## src/rtl/exu_lsu_queue.sv

```systemverilog
// Execute-stage load/store unit: address generation, alignment check, store lane
// formatting, valid/grant bus request and an in-order queue of outstanding loads.
module exu_lsu_queue #(
    parameter int DATA_W   = 32,
    parameter int ADDR_W   = 32,
    parameter int LQ_DEPTH = 4,
    parameter int RD_W     = 5
) (
    input  logic                  clk,
    input  logic                  rst,
    input  logic                  issue_valid_i,
    output logic                  issue_ready_o,
    input  logic                  issue_store_i,
    input  logic [2:0]            issue_funct3_i,
    input  logic [ADDR_W-1:0]     issue_base_i,
    input  logic [ADDR_W-1:0]     issue_offset_i,
    input  logic [DATA_W-1:0]     issue_wdata_i,
    input  logic [RD_W-1:0]       issue_rd_i,
    input  logic                  flush_i,
    output logic                  mem_req_o,
    input  logic                  mem_gnt_i,
    output logic                  mem_we_o,
    output logic [ADDR_W-1:0]     mem_addr_o,
    output logic [DATA_W-1:0]     mem_wdata_o,
    output logic [DATA_W/8-1:0]   mem_wstrb_o,
    input  logic                  mem_rvalid_i,
    input  logic [DATA_W-1:0]     mem_rdata_i,
    output logic                  reg_we_o,
    output logic [RD_W-1:0]       reg_waddr_o,
    output logic [DATA_W-1:0]     reg_wdata_o,
    output logic                  exc_valid_o,
    output logic                  exc_store_o,
    output logic [ADDR_W-1:0]     exc_addr_o,
    output logic                  lq_busy_o
);
    localparam int STRB_W = DATA_W / 8;
    localparam int LANE_W = $clog2(STRB_W);
    localparam int PTR_W  = $clog2(LQ_DEPTH);

    logic [ADDR_W-1:0] ea;
    logic [LANE_W-1:0] lane;
    logic [2:0]        align_mask;
    logic [STRB_W-1:0] size_mask;
    logic [STRB_W-1:0] strb;
    logic [DATA_W-1:0] store_data;
    logic              supported;
    logic              misaligned;

    assign ea   = issue_base_i + issue_offset_i;
    assign lane = ea[LANE_W-1:0];

    always_comb begin
        supported = 1'b1;
        if (issue_store_i) begin
            supported = !issue_funct3_i[2] && ((issue_funct3_i[1:0] != 2'd3) || (DATA_W == 64));
        end else begin
            case (issue_funct3_i)
                3'b011, 3'b110: supported = (DATA_W == 64);
                3'b111:         supported = 1'b0;
                default:        supported = 1'b1;
            endcase
        end
    end

    always_comb begin
        case (issue_funct3_i[1:0])
            2'd0:    begin align_mask = 3'b000; size_mask = STRB_W'(1);  end
            2'd1:    begin align_mask = 3'b001; size_mask = STRB_W'(3);  end
            2'd2:    begin align_mask = 3'b011; size_mask = STRB_W'(15); end
            default: begin align_mask = 3'b111; size_mask = '1;          end
        endcase
    end

    assign misaligned = !supported || ((ea[2:0] & align_mask) != 3'b000);
    assign strb       = size_mask << lane;

    // Each selected lane takes rs2 byte (lane mod size), i.e. the low bytes replicated.
    for (genvar gi = 0; gi < STRB_W; gi++) begin : g_lane
        logic [2:0] src;
        assign src = 3'(gi) & align_mask & 3'(STRB_W - 1);
        assign store_data[gi*8 +: 8] = strb[gi] ? 8'(issue_wdata_i >> {src, 3'b000}) : 8'h00;
    end

    // Load queue state
    logic [PTR_W:0]    wr_ptr_reg, rd_ptr_reg;
    logic [RD_W-1:0]   rd_mem  [LQ_DEPTH];
    logic [2:0]        f3_mem  [LQ_DEPTH];
    logic [LANE_W-1:0] off_mem [LQ_DEPTH];
    logic [LQ_DEPTH-1:0] kill_reg;
    logic              lq_full, lq_empty, push, pop;
    logic [PTR_W-1:0]  wr_idx, head_idx;

    assign wr_idx   = wr_ptr_reg[PTR_W-1:0];
    assign head_idx = rd_ptr_reg[PTR_W-1:0];
    assign lq_empty = (wr_ptr_reg == rd_ptr_reg);
    assign lq_full  = (wr_ptr_reg[PTR_W] != rd_ptr_reg[PTR_W]) && (wr_idx == head_idx);
    assign lq_busy_o = !lq_empty;

    always_comb begin
        mem_req_o     = 1'b0;
        issue_ready_o = 1'b0;
        if (issue_valid_i) begin
            if (flush_i || misaligned) begin
                issue_ready_o = 1'b1;
            end else if (issue_store_i) begin
                mem_req_o     = 1'b1;
                issue_ready_o = mem_gnt_i;
            end else begin
                mem_req_o     = !lq_full;
                issue_ready_o = mem_gnt_i && !lq_full;
            end
        end
    end

    assign mem_we_o    = mem_req_o && issue_store_i;
    assign mem_addr_o  = mem_req_o ? {ea[ADDR_W-1:LANE_W], {LANE_W{1'b0}}} : '0;
    assign mem_wstrb_o = mem_we_o ? strb : '0;
    assign mem_wdata_o = mem_we_o ? store_data : '0;

    assign push = mem_req_o && mem_gnt_i && !issue_store_i;
    assign pop  = mem_rvalid_i && !lq_empty;

    always_ff @(posedge clk) begin
        if (rst) begin
            wr_ptr_reg <= '0;
            rd_ptr_reg <= '0;
            kill_reg   <= '0;
        end else begin
            if (push) wr_ptr_reg <= wr_ptr_reg + 1'b1;
            if (pop)  rd_ptr_reg <= rd_ptr_reg + 1'b1;
            // Free slots may be marked too; a push always rewrites its slot's kill bit.
            for (int i = 0; i < LQ_DEPTH; i++) begin
                if (flush_i) kill_reg[i] <= 1'b1;
                else if (push && (wr_idx == PTR_W'(i))) kill_reg[i] <= 1'b0;
            end
        end
    end

    always_ff @(posedge clk) begin
        if (push) begin
            rd_mem[wr_idx]  <= issue_rd_i;
            f3_mem[wr_idx]  <= issue_funct3_i;
            off_mem[wr_idx] <= lane;
        end
    end

    // Response formatting: shift the addressed lane down, then sign/zero extend.
    logic [2:0]               head_f3;
    logic [6:0]               sh_amt;
    logic [DATA_W-1:0]        lane_data, left_data, load_data;
    logic signed [DATA_W-1:0] left_s, sext_data;

    assign head_f3 = f3_mem[head_idx];

    always_comb begin
        case (head_f3[1:0])
            2'd0:    sh_amt = 7'(DATA_W - 8);
            2'd1:    sh_amt = 7'(DATA_W - 16);
            2'd2:    sh_amt = 7'(DATA_W - 32);
            default: sh_amt = 7'd0;
        endcase
        lane_data = mem_rdata_i >> {off_mem[head_idx], 3'b000};
        left_data = lane_data << sh_amt;
        left_s    = left_data;
        sext_data = left_s >>> sh_amt;
        load_data = head_f3[2] ? (left_data >> sh_amt) : sext_data;
    end

    logic              reg_we_reg, exc_valid_reg, exc_store_reg, wb_fire, exc_fire;
    logic [RD_W-1:0]   reg_waddr_reg;
    logic [DATA_W-1:0] reg_wdata_reg;
    logic [ADDR_W-1:0] exc_addr_reg;

    assign wb_fire  = pop && !kill_reg[head_idx] && !flush_i;
    assign exc_fire = issue_valid_i && !flush_i && misaligned;

    always_ff @(posedge clk) begin
        if (rst) begin
            reg_we_reg    <= 1'b0;
            reg_waddr_reg <= '0;
            reg_wdata_reg <= '0;
            exc_valid_reg <= 1'b0;
            exc_store_reg <= 1'b0;
            exc_addr_reg  <= '0;
        end else begin
            reg_we_reg    <= wb_fire;
            exc_valid_reg <= exc_fire;
            if (wb_fire) begin
                reg_waddr_reg <= rd_mem[head_idx];
                reg_wdata_reg <= load_data;
            end
            if (exc_fire) begin
                exc_store_reg <= issue_store_i;
                exc_addr_reg  <= ea;
            end
        end
    end

    assign reg_we_o    = reg_we_reg;
    assign reg_waddr_o = reg_waddr_reg;
    assign reg_wdata_o = reg_wdata_reg;
    assign exc_valid_o = exc_valid_reg;
    assign exc_store_o = exc_store_reg;
    assign exc_addr_o  = exc_addr_reg;
endmodule

```

## config.mk

```make
export PLATFORM = sky130hd
export DESIGN_NAME = exu_lsu_queue
export DESIGN_NICKNAME = d
export VERILOG_FILES = /design/src/rtl/exu_lsu_queue.sv
export SDC_FILE = /design/constraint.sdc
export NUM_CORES = 1
export LEC_CHECK = 0
export BUFFER_PORTS_ARGS = -buffer_cell sky130_fd_sc_hd__buf_2
export CAP_MARGIN = 5
export CORE_ASPECT_RATIO = 0.5
export CORE_UTILIZATION = 50
export DETAILED_ROUTE_END_ITERATION = 7
export PLACE_DENSITY = 0.9
export SLEW_MARGIN = 20
export SYNTH_ARGS = -nofsm -noshare
export SYNTH_HDL_FRONTEND = slang
export SYNTH_SLANG_ARGS = --single-unit
```

## constraint.sdc

```tcl
create_clock -name clk -period 8.08 [get_ports clk]
set_input_delay 0.808 -clock clk [delete_from_list [all_inputs] [get_ports clk]]
set_output_delay 0.808 -clock clk [all_outputs]
set_load 0.01 [all_outputs]
```

; After elaboration in Yosys (flattened, before gate mapping)
; Memories as Yosys holds them, arrays and structs flattened. A register that Yosys moved wholly into a read port is not among the register bits.
; Cells that the tools add are included.
[classes]
eq_ne = 13
n_mux = 35
n_bitwise = 1
shift = 8
n_addsub = 3
reduce_logical = 33
order_cmp = 1
[ops]
columns = operator, n
row1 = two-way mux 32 bit, 3
row2 = right shift 32 x 5 -> 8 bit, 2
row3 = adder 32 bit, 1
row4 = two-way mux 8 bit, 4
row5 = left shift 32 x 7 -> 32 bit, 1
row6 = right shift 32 x 4 -> 8 bit, 1
row7 = right shift 32 x 5 -> 32 bit, 1
row8 = right shift 32 x 7 -> 32 bit, 1
row9 = >>> shifter 32 x 7 -> 32 bit, 1
row10 = two-way mux 1 bit, 19
row11 = logical AND 1 bit, 15
row12 = case mux 5 bit (2 select lines), 1
row13 = case mux 3 bit (3 select lines), 1
row14 = two-way mux 2 bit, 4
row15 = case mux 4 bit (2 select lines), 1
row16 = nonzero test 2 bit, 4
row17 = zero test 1 bit, 7
row18 = adder 3 x 1 -> 3 bit (second input constant), 2
row19 = equality test 2 x 1 -> 1 bit (second input constant), 3
row20 = equality test 2 bit (second input constant), 3
row21 = equality test 3 bit (second input constant), 2
row22 = zero test 2 bit, 3
row23 = two-way mux 4 bit, 1
row24 = left shift 4 x 2 -> 4 bit, 1
row25 = 11 further kinds, 12
[totals]
out_inout_bits = 144
ramBits = 40
word_cells = 108
n_memories = 3
ff_bits = 77
input_bits = 143
[mem_list]
columns = name, words, width, read_ports, rd_clocked_by_memory_dff, write_ports, line
row1 = rd_mem, 4, 5, 1, 1, 1, 86  ; logic [RD_W-1:0] rd_mem [LQ_DEPTH];
row2 = f3_mem, 4, 3, 1, 1, 1, 87  ; logic [2:0] f3_mem [LQ_DEPTH];
row3 = off_mem, 4, 2, 1, 1, 1, 88  ; logic [LANE_W-1:0] off_mem [LQ_DEPTH];

; Longest topological paths before layout
[depth]
depth_word = 14
mapped_depth = 11

; Least setup slack after synthesis
; OpenSTA, ideal clock, no wires.
[synth_timing]
path_type = input -> output
startpoint = input issue_base_i[0]
endpoint = output mem_addr_o[28]
setup_slack_ps = 4113
cell_stages = 11
required_time_ps = 7272
arrival_time_ps = 3159
path_cell_list = ha_1 > inv_1 > fa_1 > nand2b_1 > a21oi_1 > nor4b_1 > o21a_1 > o31a_1 > o21a_1 > or3_1 > a21oi_1
[synth_between]
elab_chain_len = 8
[synth_lines]
columns = element, line
row1 = from (decl), 15  ; input logic [ADDR_W-1:0] issue_base_i,
row2 = adder 32 bit *, 49  ; assign ea = issue_base_i + issue_offset_i;
row3 = AND 3 bit, 74  ; assign misaligned = !supported || ((ea[2:0] & align_mask) != 3'b000);
row4 = nonzero test 3 bit, 74
row5 = logical OR 1 bit, 74
row6 = logical OR 1 bit, 103  ; if (flush_i || misaligned) begin
row7 = two-way mux 1 bit, 103
row8 = two-way mux 1 bit, 102  ; if (issue_valid_i) begin
row9 = two-way mux 32 bit *, 116  ; assign mem_addr_o = mem_req_o ? {ea[ADDR_W-1:LANE_W], {LANE_W{1'b0}}} : '0;
row10 = to (decl), 23  ; output logic [ADDR_W-1:0] mem_addr_o,
; Mark *: on every way between the ends. The rest lies on a longest branch, timed or not.

; Worst setup path in the final report
[layout_timing]
startpoint = input issue_base_i[0]
endpoint = output mem_addr_o[20]
; The elaborated chain is that of the path after synthesis.

==> results.toml <==
[drt]
drc = 0
vias = 7572
first_pass_iters = 5
drtIter0Drc = 619
ant_nets = 0
drt_wl_total_um = 22680
wl_per_cell_um = 17.26
avgViaCountPerCell = 5.763

[critical_path]
cp.arrival_ps = 3810
cp_max_fo = 30
crit_top_cell = "buf_2"
crit_family = "simple AND/OR/NAND/NOR gates"
end_kind = "output pin"
cp.required_ps = 7270
cp_num_buf_inv = 3
cpPeakStageDelay_ps = 650
crit_chain = "buf_2 -> ha_1 -> inv_1 -> fa_1 -> a32oi_1 -> nor3b_1 -> nand2_1 -> or2_2 -> mux2i_1 -> buf_2"
path_class = "in -> out"
cpMaxStageDelayCell = "nand2_1"
cp-start-kind = "input port"

[floorplan]
io_pins = 287
num_rows = 31
dieWidth_um = 174.7
die-area_um2 = 15440
core-area_um2 = 14510
die_y_um = 88.37
start_util_pct = 51.42

[sta]
post-route-period-util_pct = 57.18
tightestPinTransition_ps = 984.2
clock-skew-final_ps = 17.98
setup_violations = 0
slew_headroom_pct = 34.23
fin_tns_setup_ps = 0
maxClockFrequency_mhz = 216.4
hold_violations = 0
slew_violations = 0
fin_crit_ps = 4620
rsz0062_at_grt = "no"
setup_slack_ps = 3460

[layout]
n_antenna_cell = 0
final_nets = 1283
multiInputGateArea_um2 = 4274
final_cells = 1314
area_delta_synth_final_pct = 28.40
fillers = 1218
final_util_pct = 66.03
register_area_um2 = 2883
drive_gt1_share_pct = 31.72

[synthesis]
synth_cell_types = 70
synth_edf_count = 40
syn_area_per_cell_um2 = 8.818
synth_top_cell_area_share_pct = 22.54
async_reset_ff_share_pct = 0
ys_top_cells_by_count = "142 x nor2_1, 85 x a21oi_1, 84 x dfxtp_1"
yosys.cell_count.top_type = "nor2_1"
netlist_area_um2 = 7460
seq_area_frac_synth_pct = 38.64
synth_ff_type = "dfxtp_1"
synth.yosys.warnings = 0
syn_inst = 846
ys_seq_elements = 124
synth_top_area_cell = "dfxtp_1"
synth_area_leaders = "dfxtp_1 23%, edfxtp_1 16%, nor2_1 7.1%"

[clock_network]
ctsResizeCount = 0
clkSinkCount = 124
cts_hold_buf = 0
htreeDepth = 4
clockBufferDepth = 2
cts_tree = "built"
root_buffer = "clkbuf_16"
cts_buffers = 17
postCtsSetupBuffers = 0
clkLatencyLatePin_ps = 420
path_clk_slew_ps = 60

[power]
ir_drop_mv = 0.1666
p_sw_uw = 507.1
power.total_uw = 1820
p_comb_share_pct = 18.2
internal_power_uw = 1313
seqPwrFrac_pct = 36.7
p_sw_share_pct = 27.86
clkPwrFrac_pct = 45.0
leakagePower_uw = 0.004469
p_per_area_nw_per_um2 = 190.1

[global_routing]
grt_pass1_wl_um = 34800
grt_max_degree = 58
antenna_found_initial = 0
first_global_vias = 6998
grt_overflow_total = 0
grt_usage_pct = 28.52

[place]
dpl.hpwl_um = 16430
io_buffers = 284
gp_congestion = 0.9523
pre_cts_ws_ps = 3517
place_inst = 1282

[run_status]
outcome = "completed"

[worst_hold_path]
hold_path.class = "reg -> reg"

[job]
cap_violations = 0
-- layout make-up --
| class | count | area share, % |
|---|---|---|
| Clock buffer | 19 | 4.520 |
| Clock inverter | 13 | 1.999 |
| Sequential cell | 124 | 30.10 |
| Tap cell | 198 | 2.587 |
| Inverter | 26 | 1.019 |
| Timing Repair Buffer | 288 | 15.15 |
| Multi-Input combinational cell | 646 | 44.62 |
-- tightest hold or removal path: stages (launching register included) --
cell	delay (ps)
dfxtp_1	300
nand2_1	50
a21oi_1	50
-- power by group through the flow --
stage	clock network, µW	logic [µW]	registers [µW]
after floorplan	0	204	686
after global placement	0	315	681
after detailed placement	0	322	682
after CTS	826	326	669
after global routing	858	362	671
final	819	332	669
-- cell families after synthesis --
logic type	Yosys count	synth area share, %
adder cells (fa/ha/maj)	37	6.307
other	1	0.05027
AO/OA/AOI/OAI	227	19.66
flip-flops	124	38.64
multiplexers	52	9.460
AND/OR/NAND/NOR	294	17.61
buffers and inverters	77	4.277
XOR/XNOR	34	3.992
-- layout by cell type (no fill, tap or decap), drive strengths merged, types with 20 or more instances in the layout --
cell type  instances
buf              288
nor2             142
a21oi             86
dfxtp             84
nand2             64
o21ai             45
edfxtp            40
ha                36
mux2i             33
inv               27
nand3             21
xnor2             20
-- layer usage --
metal	share of wire, %	global-route usage, %	vias to the layer above
met4	1.6	9.486	0
li1	-	-	3566
met1	42	36.73	3543
met5	0	0	-
met2	48	48.99	407
met3	8.5	5.498	56
-- path summary, 6_finish.rpt --
kind              slack (ps)                      endpoint                        start  depth (start not counted)
hold reg to reg          450   reg_waddr_o[2]$_SDFFE_PP0P_  reg_waddr_o[2]$_SDFFE_PP0P_                          2
hold / removal           450   reg_waddr_o[2]$_SDFFE_PP0P_  reg_waddr_o[2]$_SDFFE_PP0P_                          2
setup / recovery        3460                mem_addr_o[20]              issue_base_i[0]                         10
setup reg to reg        4550  reg_wdata_o[21]$_SDFFE_PP0P_                         flop                          7
-- metrics by stage --
stage                     instance area [µm²]  hold WS [ps]
after detailed placement                 8946         444.5
after global routing                     9578         472.0
after CTS                                9570         452.8
final                                    9578         449.4
after floorplan                          7463         451.1
after global placement                   8946         438.1
(Power assumes the default switching activity.)
